**config.mk**
```make
export PLATFORM = sky130hd
export DESIGN_NAME = ram_stream_out
export DESIGN_NICKNAME = d
export VERILOG_FILES = /design/src/rtl/ram_stream_out.sv
export SDC_FILE = /design/constraint.sdc
export NUM_CORES = 1
export LEC_CHECK = 0
export BUFFER_PORTS_ARGS = -buffer_cell sky130_fd_sc_hd__buf_2
export CORE_AREA = 8 8 126 128
export CTS_BUF_LIST = sky130_fd_sc_hd__clkbuf_16
export CTS_CLUSTER_SIZE = 12
export DETAILED_ROUTE_END_ITERATION = 10
export DIE_AREA = 0 0 134 136
export GPL_ROUTABILITY_DRIVEN = 0
export GPL_TIMING_DRIVEN = 1
export HOLD_SLACK_MARGIN = 0.12
export PLACE_DENSITY = 0.65
export SETUP_SLACK_MARGIN = 0.5
export SLEW_MARGIN = 20
export SYNTH_ARGS = -nofsm -noshare
export SYNTH_HDL_FRONTEND = slang
export SYNTH_SLANG_ARGS = --single-unit
```
**constraint.sdc**
```tcl
create_clock -name clk -period 3.6 [get_ports clk]
set_clock_uncertainty 0.05 [all_clocks]
set_input_delay 0.36 -clock clk [delete_from_list [all_inputs] [get_ports clk]]
set_output_delay 0.36 -clock clk [all_outputs]
set_load 0.005 [all_outputs]
```
**src/rtl/ram_stream_out.sv**
```systemverilog
// Streams words 0..len-1 out of RAM_Y onto a valid/ready output port.
// Latency: first read the cycle after start; first out_valid two cycles after that read.
// Backpressure: reads stall once FIFO occupancy plus in-flight reads, net of this cycle's pop, would exceed 2.
module ram_stream_out #(
    parameter int ADDR_WIDTH = 9
) (
    input  logic                  clk,
    input  logic                  rst_n,
    input  logic                  start,
    input  logic [ADDR_WIDTH:0]   len,
    input  logic [31:0]           RAM_Y_Do,
    output logic                  RAM_Y_EN,
    output logic [ADDR_WIDTH-1:0] RAM_Y_A,
    output logic [3:0]            RAM_Y_WE,
    output logic [31:0]           out_data,
    output logic                  out_valid,
    input  logic                  out_ready,
    output logic                  busy,
    output logic                  done
);

    typedef enum logic {
        IDLE = 1'b0,
        RUN  = 1'b1
    } state_t;

    localparam logic [ADDR_WIDTH:0]   CNT_ONE  = {{ADDR_WIDTH{1'b0}}, 1'b1};
    localparam logic [ADDR_WIDTH-1:0] ADDR_ONE = {{(ADDR_WIDTH-1){1'b0}}, 1'b1};

    state_t                state_q;
    logic [ADDR_WIDTH:0]   len_q;
    logic [ADDR_WIDTH:0]   issued_q;
    logic [ADDR_WIDTH:0]   xfer_q;
    logic [ADDR_WIDTH-1:0] addr_q;
    logic                  busy_q;
    logic                  done_q;
    logic                  inflight_q;
    logic [31:0]           fifo0_q;
    logic [31:0]           fifo1_q;
    logic                  rd_ptr_q;
    logic                  wr_ptr_q;
    logic [1:0]            count_q;

    logic                  pop;
    logic                  issue;
    logic                  last_xfer;
    logic [2:0]            pending;

    // Read issue: the word popped this cycle frees its slot, so a full-rate
    // stream keeps issuing without bubbles while never exceeding 2 entries.
    always_comb begin
        pop       = (count_q != 2'd0) && out_ready;
        pending   = {1'b0, count_q} + {2'b00, inflight_q};
        issue     = (state_q == RUN) && (issued_q != len_q) &&
                    (pending < (3'd2 + {2'b00, pop}));
        last_xfer = (state_q == RUN) && pop && (xfer_q == (len_q - CNT_ONE));
    end

    // Control FSM: accepts start in IDLE, counts issued reads and transfers.
    always_ff @(posedge clk or negedge rst_n) begin
        if (!rst_n) begin
            state_q  <= IDLE;
            len_q    <= '0;
            issued_q <= '0;
            xfer_q   <= '0;
            addr_q   <= '0;
            busy_q   <= 1'b0;
            done_q   <= 1'b0;
        end else begin
            done_q <= 1'b0;
            case (state_q)
                IDLE: begin
                    if (start) begin
                        if (len == '0) begin
                            done_q <= 1'b1;
                        end else begin
                            state_q  <= RUN;
                            busy_q   <= 1'b1;
                            len_q    <= len;
                            addr_q   <= '0;
                            issued_q <= '0;
                            xfer_q   <= '0;
                        end
                    end
                end
                RUN: begin
                    if (issue) begin
                        // Natural wrap returns the address to 0 after a full-depth dump.
                        addr_q   <= addr_q + ADDR_ONE;
                        issued_q <= issued_q + CNT_ONE;
                    end
                    if (pop) begin
                        xfer_q <= xfer_q + CNT_ONE;
                    end
                    if (last_xfer) begin
                        state_q <= IDLE;
                        busy_q  <= 1'b0;
                        done_q  <= 1'b1;
                    end
                end
                default: state_q <= IDLE;
            endcase
        end
    end

    // Two-entry output FIFO: captures RAM data the cycle after issue, pops on handshake.
    always_ff @(posedge clk or negedge rst_n) begin
        if (!rst_n) begin
            inflight_q <= 1'b0;
            fifo0_q    <= '0;
            fifo1_q    <= '0;
            rd_ptr_q   <= 1'b0;
            wr_ptr_q   <= 1'b0;
            count_q    <= 2'd0;
        end else begin
            inflight_q <= issue;
            if (inflight_q) begin
                if (wr_ptr_q) begin
                    fifo1_q <= RAM_Y_Do;
                end else begin
                    fifo0_q <= RAM_Y_Do;
                end
                wr_ptr_q <= ~wr_ptr_q;
            end
            if (pop) begin
                rd_ptr_q <= ~rd_ptr_q;
            end
            case ({inflight_q, pop})
                2'b10:   count_q <= count_q + 2'd1;
                2'b01:   count_q <= count_q - 2'd1;
                default: count_q <= count_q;
            endcase
        end
    end

    assign RAM_Y_EN  = issue;
    assign RAM_Y_A   = addr_q;
    assign RAM_Y_WE  = 4'b0000;
    assign out_valid = (count_q != 2'd0);
    assign out_data  = rd_ptr_q ? fifo1_q : fifo0_q;
    assign busy      = busy_q;
    assign done      = done_q;

endmodule

```
==> results of run 1 <==
[worst max-delay path: stages, from the launching register on]
cell	delay, ps
dfrtp_1	440
ha_1	220
ha_1	270
nor3b_1	190
a21oi_1	90
a31oi_4	350
o22ai_4	250
or4_1	540
a21oi_1	160
[state kept, by name, indices dropped and copies added, names as in the netlist]
register / cells
fifo0_q: 32
fifo1_q: 32
issued_q: 10
len_q: 10
xfer_q: 10
RAM_Y_A: 9
count_q: 2
busy: 1
done: 1
inflight_q: 1
rd_ptr_q: 1
state_q: 1
wr_ptr_q: 1
[where the power goes]
part	internal (mW)	switching [mW]
Sequential	1.81	0.474
Clock	0.470	0.458
Combinational	1.37	1.16
Total	3.64	2.09
[cells in the mapped netlist (2+ instances only)]
library cell and number:
mux2_2 98, inv_1 6, nor2_1 21, nand3_1 13, nor3b_1 2, o31ai_1 3
nand4_1 6, ha_1 7, nor3_1 3, nor4_1 3, a22o_1 2, nor4_2 2
nand2_1 43, o211ai_1 4, a21oi_1 12, clkbuf_1 14, buf_4 6, buf_2 4
or3_1 8, xor2_1 31, a21o_1 2, nand2b_1 4, o21ai_0 9, o21ai_1 4
dfrtp_1 111, o221ai_1 2, xnor2_1 6, or4_1 7, buf_1 3, and3_1 4
[stage by stage]
stage / area, um^2 / instances / power (mW)
after floorplan: 5420 / 460 / 4.08
after global placement: 6010 / 711 / 4.75
after detailed placement: 6010 / 711 / 4.87
after CTS: 6280 / 727 / 5.82
after global routing: 6300 / 728 / 6.20
final: 6300 / 728 / 5.73
[path summary, 6_finish.rpt]
path	start	to	slack [ps]
worst min-delay path	len[2]	len_q[2]	170
worst min register to register	busy	busy	430
max in group asynchronous	rst_n	len_q[6]	2200
worst max-delay path	count_q[0]	RAM_Y_A[5]	950
min in group asynchronous	rst_n	fifo1_q[28]	580
worst max register to register	count_q[0]	RAM_Y_A[5]	950
[what timing repair did]
action | 4_1_cts | 5_1_grt
hold buffers | 0 | 1
endpoints found under the hold margin | 0 | 82
setup buffers | 0 | 0
[cell families (layout without fill, tap and decap cells)]
group | Yosys count | count (layout) | share of synthesized area, %
DFF | 111 | 111 | 51.4
muxes | 99 | 99 | 20.6
and+or+nand+nor | 121 | 121 | 11.2
xor gates and xnor gates | 37 | 37 | 5.99
adders and majority gates | 7 | 7 | 1.62
AOI/OAI and AO/OA | 47 | 47 | 6.13
buffers and inverters | 34 | 118 | 3.01
other | 1 | 4 | 0.0693
[metal layers]
metal	up-vias	part of all wire, %	global-route usage, %
met5	-	0	0
met4	0	0.96	3.56
met3	7	4.8	4.25
met2	100	49	23.1
met1	1819	45	16.1
li1	1773	-	-
[final cells by class]
type / count / area [um^2] / area share (%)
Timing Repair Buffer: 96 / 504 / 8.01
Tap cell: 184 / 230 / 3.66
Clock buffer: 9 / 225 / 3.58
Sequential cell: 111 / 2780 / 44.1
Inverter: 6 / 22.5 / 0.358
Multi-Input combinational cell: 315 / 2490 / 39.6
Clock inverter: 7 / 46.3 / 0.735
==> flow_summary.json, run 1 <==
{
  "wl_mm": 11.8,
  "vias_per_cell": 5.08,
  "synth_area_leader_cell": "dfrtp_1",
  "min_period_over_period_pct": 73.6,
  "numPortBuffers": 90,
  "cts_root_buffer": "clkbuf_16",
  "ant_nets": 0,
  "ys_ff_latch": 111,
  "area_growth_pct": 16.5,
  "nets": 592,
  "path_class": "flop to flop",
  "min_path_type": "input port to flop",
  "cap_violations": 0,
  "async_flop_share_pct": 100,
  "syn_inst": 457,
  "cts_tree": "built",
  "drtPass1Iterations": 4,
  "fillers": 1309,
  "cts.clk_slew.worst_paths_ps": 70,
  "cts_inserted_buffers": 9,
  "dominantRegCellSynth": "dfrtp_1",
  "status": "completed",
  "required_ps": 3810,
  "fin_setup_tns_ps": 0,
  "cp-end-kind": "flop",
  "synthTopCellsByArea": "dfrtp_1 (51%), mux2_2 (20%), xor2_1 (5.0%), nand2_1 (3.0%), ha_1 (1.6%)",
  "p_per_area_mw_per_mm2": 910,
  "finalCriticalPeriod_ps": 2650,
  "synth_edf_count": 0,
  "num_rows": 44,
  "rsz0062_at_grt": "false",
  "dp_slack_ps": 957,
  "final_common_cell": "dfrtp_1",
  "fmax_ghz": 0.377,
  "drt_iter0_markers": 184,
  "maxSlewViolCount": 0,
  "antennaDiodeCount": 0,
  "grt_usage_pct": 13.5,
  "clock_latency_ps": 350,
  "fp.dieW_um": 134,
  "dr_total_vias": 3699,
  "crit_arrival_ps": 2860,
  "fin_hold_ws_ps": 171,
  "die_h_um": 136,
  "whs_path_depth": 3,
  "finish.utilization_pct": 44.9,
  "ys_types": 47,
  "ctsResizeCount": 0,
  "cts_sinks": 111,
  "grt_overflow": 0,
  "dp_hpwl_mm": 8.35,
  "reg2reg_depth": 8,
  "die_area_mm2": 0.0182,
  "power.leakage_nw": 2.85,
  "io_pins": 95,
  "path_max_fanout": 24,
  "grt_pass1_wl_mm": 19.7,
  "yosysSeqAreaShare_pct": 51.4,
  "worstSetupStartpointType": "flop",
  "grt_pass1_vias": 3946,
  "drive_above_1_share_pct": 39.7,
  "slew_headroom_pct": 32.3,
  "clockBufferDepth": 2,
  "yosysWarnings": 0,
  "grt_max_degree": 85,
  "hold_violations": 0,
  "synth_top_area_share_pct": 51.4,
  "drc": 0,
  "ir_drop_mv": 0.659,
  "finalSetupViolations": 0,
  "tightest_slew_ps": 1010,
  "wl_per_cell_um": 16.3,
  "syn_avg_cell_area_um2": 11.8,
  "start_util_pct": 38.5,
  "core_area_mm2": 0.0140,
  "layout_common_cells": "dfrtp_1 (111), mux2_2 (98), buf_2 (89), nand2_1 (43), xor2_1 (31)",
  "synth_area_mm2": 0.00541,
  "setup_ws_ps": 950,
  "htreeDepth": 3,
  "antenna_found_initial": 0
}
(Power assumes the default switching activity.)
==> inputs of run 2 (changes only) <==
--- a/config.mk
+++ b/config.mk
@@ -5,12 +5,13 @@
 export SDC_FILE = /design/constraint.sdc
 export NUM_CORES = 1
 export LEC_CHECK = 0
+export ABC_AREA = 1
 export BUFFER_PORTS_ARGS = -buffer_cell sky130_fd_sc_hd__buf_2
-export CORE_AREA = 8 8 126 128
+export CORE_AREA = 8 8 130 132
 export CTS_BUF_LIST = sky130_fd_sc_hd__clkbuf_16
 export CTS_CLUSTER_SIZE = 12
 export DETAILED_ROUTE_END_ITERATION = 10
-export DIE_AREA = 0 0 134 136
+export DIE_AREA = 0 0 138 140
 export GPL_ROUTABILITY_DRIVEN = 0
 export GPL_TIMING_DRIVEN = 1
 export HOLD_SLACK_MARGIN = 0.12
==> constraint.sdc (replaced) <==
create_clock -name clk -period 2.6 [get_ports clk]
set_clock_uncertainty 0.05 [all_clocks]
set_input_delay 0.26 -clock clk [delete_from_list [all_inputs] [get_ports clk]]
set_output_delay 0.26 -clock clk [all_outputs]
set_load 0.005 [all_outputs]
==> flow_summary.json, run 2 <==
{
  "synth_area_leader_cell": "dfrtp_1",
  "ys_ff_latch": 111,
  "layout_common_cells": "nand2_1 (307), dfrtp_1 (109), buf_2 (89), o21ai_0 (76), inv_1 (74)",
  "cpMostUsedCell": "ha_1",
  "rsz0062_at_grt": "true",
  "num_rows": 45,
  "grt_pass1_wl_mm": 23.3,
  "cts.clk_slew.worst_paths_ps": 70,
  "clockBufferDepth": 2,
  "min_path_type": "input port to flop",
  "reg2reg_depth": 11,
  "dr_total_vias": 4975,
  "dominantRegCellSynth": "dfrtp_1",
  "syn_avg_cell_area_um2": 7.37,
  "multiInputGateArea_mm2": 0.00256,
  "reg2reg_slack_ps": 640,
  "top_regs": "fifo0_q x32, fifo1_q x32",
  "fmax_ghz": 0.496,
  "cts_tree": "built",
  "maxSlewViolCount": 0,
  "yosysSeqAreaShare_pct": 47.9,
  "syn_inst": 787,
  "path_max_fanout": 5,
  "p_per_area_mw_per_mm2": 1140,
  "yosysWarnings": 0,
  "whs_path_depth": 3,
  "slew_headroom_pct": 61.4,
  "tightest_slew_ps": 580,
  "core_area_mm2": 0.0149,
  "min_to": "len_q[5]",
  "use_met2_pct": 22.6,
  "slowest_stage": "dfrtp_1",
  "min_period_over_period_pct": 77.6,
  "finalCriticalPeriod_ps": 2020,
  "regArea_mm2": 0.00278,
  "cts_inserted_buffers": 9,
  "area_growth_pct": 17.0,
  "grt_overflow": 0,
  "fin_hold_ws_ps": 128,
  "grt_usage_pct": 14.3,
  "numPortBuffers": 90,
  "reg2reg_from": "len_q[0]",
  "cts_root_buffer": "clkbuf_16",
  "ant_nets": 0,
  "min_from": "len[5]",
  "fin_setup_tns_ps": 0,
  "synthTopCellsByArea": "dfrtp_1 (48%), nand2_1 (20%), o21ai_0 (6.6%), inv_1 (4.8%), nor2_1 (4.1%)",
  "crit_arrival_ps": 1710,
  "vias_per_cell": 4.67,
  "groute.layer.met1.usage_pct": 18.9,
  "drc": 0,
  "antennaDiodeCount": 0,
  "clock_latency_ps": 350,
  "grt_util_met3_pct": 4.12,
  "synth_most_common_cell": "nand2_1",
  "fp.dieW_um": 138,
  "ir_drop_mv": 0.401,
  "grt_pass1_vias": 4668,
  "required_ps": 2290,
  "finalSetupViolations": 0,
  "drtPass1Iterations": 5,
  "crit_buf_inv": 3,
  "grt_max_degree": 65,
  "cts_sinks": 111,
  "grt-busiest-layer": "met2",
  "regToRegEndpoint": "done",
  "async_flop_share_pct": 100,
  "status": "completed",
  "crit_family": "adder cells",
  "io_pins": 95,
  "dp_hpwl_mm": 9.56,
  "yosys-top-cells-count": "nand2_1 (308), dfrtp_1 (111), o21ai_0 (76)",
  "die_h_um": 140,
  "path_class": "flop to output pin",
  "crit_chain": "ha_1 > ha_1 > o21ai_1 > nand2_1 > inv_1 > o21ai_2 > inv_2 > buf_2",
  "wl_mm": 13.8,
  "fillers": 1533,
  "nets": 926,
  "antenna_found_initial": 0,
  "final_common_cell": "nand2_1",
  "worstSetupStartpointType": "flop",
  "htreeDepth": 3,
  "drive_above_1_share_pct": 14.7,
  "critPathMaxStageDelay_ps": 430,
  "hold_violations": 0,
  "place_inst": 1039,
  "cap_violations": 0,
  "ys_types": 26,
  "wl_per_cell_um": 13.0,
  "drt_iter0_markers": 406,
  "fin_cells": 1066,
  "die_area_mm2": 0.0193,
  "start_util_pct": 39.0,
  "power.leakage_nw": 3.73,
  "synth_edf_count": 0,
  "cp-end-kind": "output pin",
  "synth_top_area_share_pct": 47.9,
  "synth_area_mm2": 0.00580
}
[run 2: cell count changes after synthesis, sizes merged, moves of 4 or more]
cell    change
nand2     +267
mux2       -98
inv        +71
o21ai      +65
nor2       +42
nand3      +27
clkbuf     +12
or3         -8
xor2        -8
or4         -7
nand2b      -4
nor4        -4
o211ai      -4
xnor2       +4
[run 2: worst reg2reg max path, delay by kind of cell, from the launching register on]
kind / cells / cell delay (ps)
AOI/OAI and AO/OA: 1 / 160
and+or+nand+nor: 8 / 680
adders and majority gates: 1 / 330
buffers and inverters: 1 / 210
DFF: 1 / 420
[run 2: kinds of logic after synthesis]
| kind of cell | synth area share [%] |
|---|---|
| AND/OR/NAND/NOR | 29.8 |
| flip-flops | 47.9 |
| AO/OA/AOI/OAI | 7.57 |
| XOR/XNOR | 4.98 |
| adder cells (fa/ha/maj) | 1.51 |
| buffers and inverters | 8.20 |
| other | 0.0646 |
[run 2: worst max path at each step]
stage,startpoint,end,cells after the start
finish,count_q[0],RAM_Y_EN,8
global route,count_q[0],RAM_Y_EN,8
CTS,len_q[5],RAM_Y_EN,8
detailed placement,len[1],xfer_q[3],7
global placement,len_q[0],done,9
floorplan,count_q[0],issued_q[0],11
[run 2: per-layer routing]
metal,part of all wire (%),vias to the layer above
li1,-,2595
met1,48,2280
met2,47,94
met3,4.4,6
met4,0.53,0
met5,0,-
[run 2: metrics by stage]
step	instance area, um^2	power, mW	util, %	setup WS, ps
2_1_floorplan	5810	5.29	-	941
3_3_place_gp	6410	6.39	43.1	647
3_5_place_dp	6410	6.46	43.1	655
4_1_cts	6770	7.78	45.5	518
5_1_grt	6790	8.49	45.7	470
6_report	6790	7.71	45.7	583
[run 2: power breakdown]
group / internal [mW] / leakage [nW] / switching (mW)
clock network: 0.644 / 0.138 / 0.622
registers: 2.46 / 1.38 / 0.555
logic: 1.31 / 2.22 / 2.12
[run 2: cell type report]
type                    instances  area share [%]
inverters                      78            4.31
repair buffers                110            9.59
clock inverters                 7           0.590
multi-input cells             563            37.8
well taps                     188            3.47
clock buffers                   9            3.32
flip-flops and latches        111            41.0
[run 2: repair_timing]
action	in CTS	in global routing
gates resized for setup	1	3
hold buffers	9	0
setup buffers	0	2
setup endpoints to repair	1	3
hold endpoints to repair	89	0
==> inputs of run 3 (changes only) <==
--- a/config.mk
+++ b/config.mk
@@ -15,7 +15,7 @@
 export GPL_ROUTABILITY_DRIVEN = 0
 export GPL_TIMING_DRIVEN = 1
 export HOLD_SLACK_MARGIN = 0.12
-export PLACE_DENSITY = 0.65
+export PLACE_DENSITY = 0.67
 export SETUP_SLACK_MARGIN = 0.5
 export SLEW_MARGIN = 20
 export SYNTH_ARGS = -nofsm -noshare
==> constraint.sdc (replaced) <==
create_clock -name clk -period 1.6 [get_ports clk]
set_clock_uncertainty 0.05 [all_clocks]
set_input_delay 0.16 -clock clk [delete_from_list [all_inputs] [get_ports clk]]
set_output_delay 0.16 -clock clk [all_outputs]
set_load 0.005 [all_outputs]
==> flow_summary.json, run 3 (synthesis gave the netlist of run 2 again) <==
{
  "power.leakage_nw": 4.84,
  "die_area_mm2": 0.0193,
  "drtPass1Iterations": 7,
  "ir_drop_mv": 0.827,
  "cts_inserted_buffers": 9,
  "dp_hpwl_mm": 10.1,
  "whs_path_depth": 5,
  "cp-end-kind": "output pin",
  "cts_root_buffer": "clkbuf_16",
  "slew_headroom_pct": 57.6,
  "setup_ws_ps": -180,
  "cts_tree": "built",
  "cap_violations": 0,
  "dr_total_vias": 6040,
  "grt_usage_pct": 19.0,
  "reg2reg_depth": 11,
  "layout_common_cells": "nand2_1 (216), dfrtp_1 (103), buf_2 (73), inv_1 (63), nand2_2 (60)",
  "start_util_pct": 39.0,
  "drc": 0,
  "io_pins": 95,
  "vias_per_cell": 5.06,
  "required_ps": 1390,
  "crit_arrival_ps": 1570,
  "final_common_cell": "nand2_1",
  "fp.dieW_um": 138,
  "wl_mm": 20.6,
  "path_max_fanout": 2,
  "stdcell_area_mm2": 0.00937,
  "hold_violations": 0,
  "rsz0062_at_grt": "true",
  "htreeDepth": 3,
  "finalSetupViolations": 39,
  "grt_max_degree": 32,
  "maxSlewViolCount": 0,
  "clock_latency_ps": 360,
  "cts_sinks": 111,
  "ant_nets": 0,
  "grt_overflow": 0,
  "fmax_ghz": 0.562,
  "core_area_mm2": 0.0149,
  "path_class": "flop to output pin",
  "cts.clk_slew.worst_paths_ps": 80,
  "drive_above_1_share_pct": 37.7,
  "nets": 1054,
  "p_per_area_mw_per_mm2": 2040,
  "place_area_mm2": 0.00684,
  "drt_iter0_markers": 474,
  "numPortBuffers": 90,
  "fin_hold_ws_ps": 248,
  "status": "finished, violations left",
  "die_h_um": 140,
  "wl_per_cell_um": 17.3,
  "fillers": 1145,
  "violations": "setup timing",
  "num_rows": 45,
  "grt_pass1_wl_mm": 30.3,
  "min_path_type": "input port to flop",
  "area_growth_pct": 61.6,
  "finalCriticalPeriod_ps": 1780,
  "grt_pass1_vias": 5886,
  "min_period_over_period_pct": 111,
  "clockBufferDepth": 2,
  "tightest_slew_ps": 635,
  "top_regs": "fifo0_q x32, fifo1_q x32",
  "worstSetupStartpointType": "flop",
  "antenna_found_initial": 1
}
==> run 3: worst paths after layout <==
path                                  from           to  slack (ps)
worst max-delay path            inflight_q     RAM_Y_EN        -180
worst min-delay path             out_ready     rd_ptr_q         250
worst max register to register  inflight_q  issued_q[9]        -170
worst min register to register  fifo0_q[6]   fifo0_q[6]         450
max in group asynchronous            rst_n     len_q[5]         680
min in group asynchronous            rst_n   fifo1_q[6]         260
==> run 3: critical path, cell delays in order (launching register included) <==
cell and delay, ps:
dfrtp_1 380, ha_2 200, ha_4 250, o21ai_2 40, nand2_1 70, inv_2 50, o21ai_4 50, inv_2 70
buf_6 110
==> run 3: area by class of cell <==
type	instances	area, um^2	share of cell area, %
flip-flops and latches	111	2790	29.7
clock buffers	9	225	2.40
well taps	188	235	2.51
diodes	1	2.50	0.0267
multi-input cells	566	3330	35.5
clock inverters	6	119	1.27
inverters	78	303	3.23
repair buffers	235	2370	25.3
==> run 3: what timing repair did <==
action / 4_1_cts / 5_1_grt
gates cloned: 16 / 7
hold buffers: 44 / 0
pin swaps: 35 / 41
hold endpoints to repair: 186 / 0
gates resized for setup: 139 / 137
setup endpoints to repair: 152 / 155
setup buffers: 26 / 11
==> run 3: report_power, final <==
part / internal (mW) / total (mW) / switching (mW)
Sequential: 4.01 / 5.12 / 1.11
Clock: 1.54 / 2.63 / 1.09
Combinational: 5.59 / 11.4 / 5.81
==> run 3: metal layers <==
layer	vias to the layer above	global-route usage (%)	part of all wire [%]
met2	191	34.4	53
met5	-	0	0
met1	2926	21.8	40
li1	2878	-	-
met3	45	3.92	4.6
met4	0	6.58	3.0
==> run 3: through the flow <==
step | setup WS [ps] | instances | power (mW) | utilization, % | TNS (ps)
3_5_place_dp | -86.7 | 1074 | 11.3 | 46.0 | -792
4_1_cts | -198 | 1175 | 17.0 | 58.5 | -3120
2_1_floorplan | -54.6 | 790 | 8.98 | - | -537
5_1_grt | -243 | 1194 | 20.3 | 63.0 | -6570
6_report | -180 | 1194 | 19.2 | 63.0 | -3890
3_3_place_gp | -76.5 | 1074 | 11.1 | 46.0 | -403
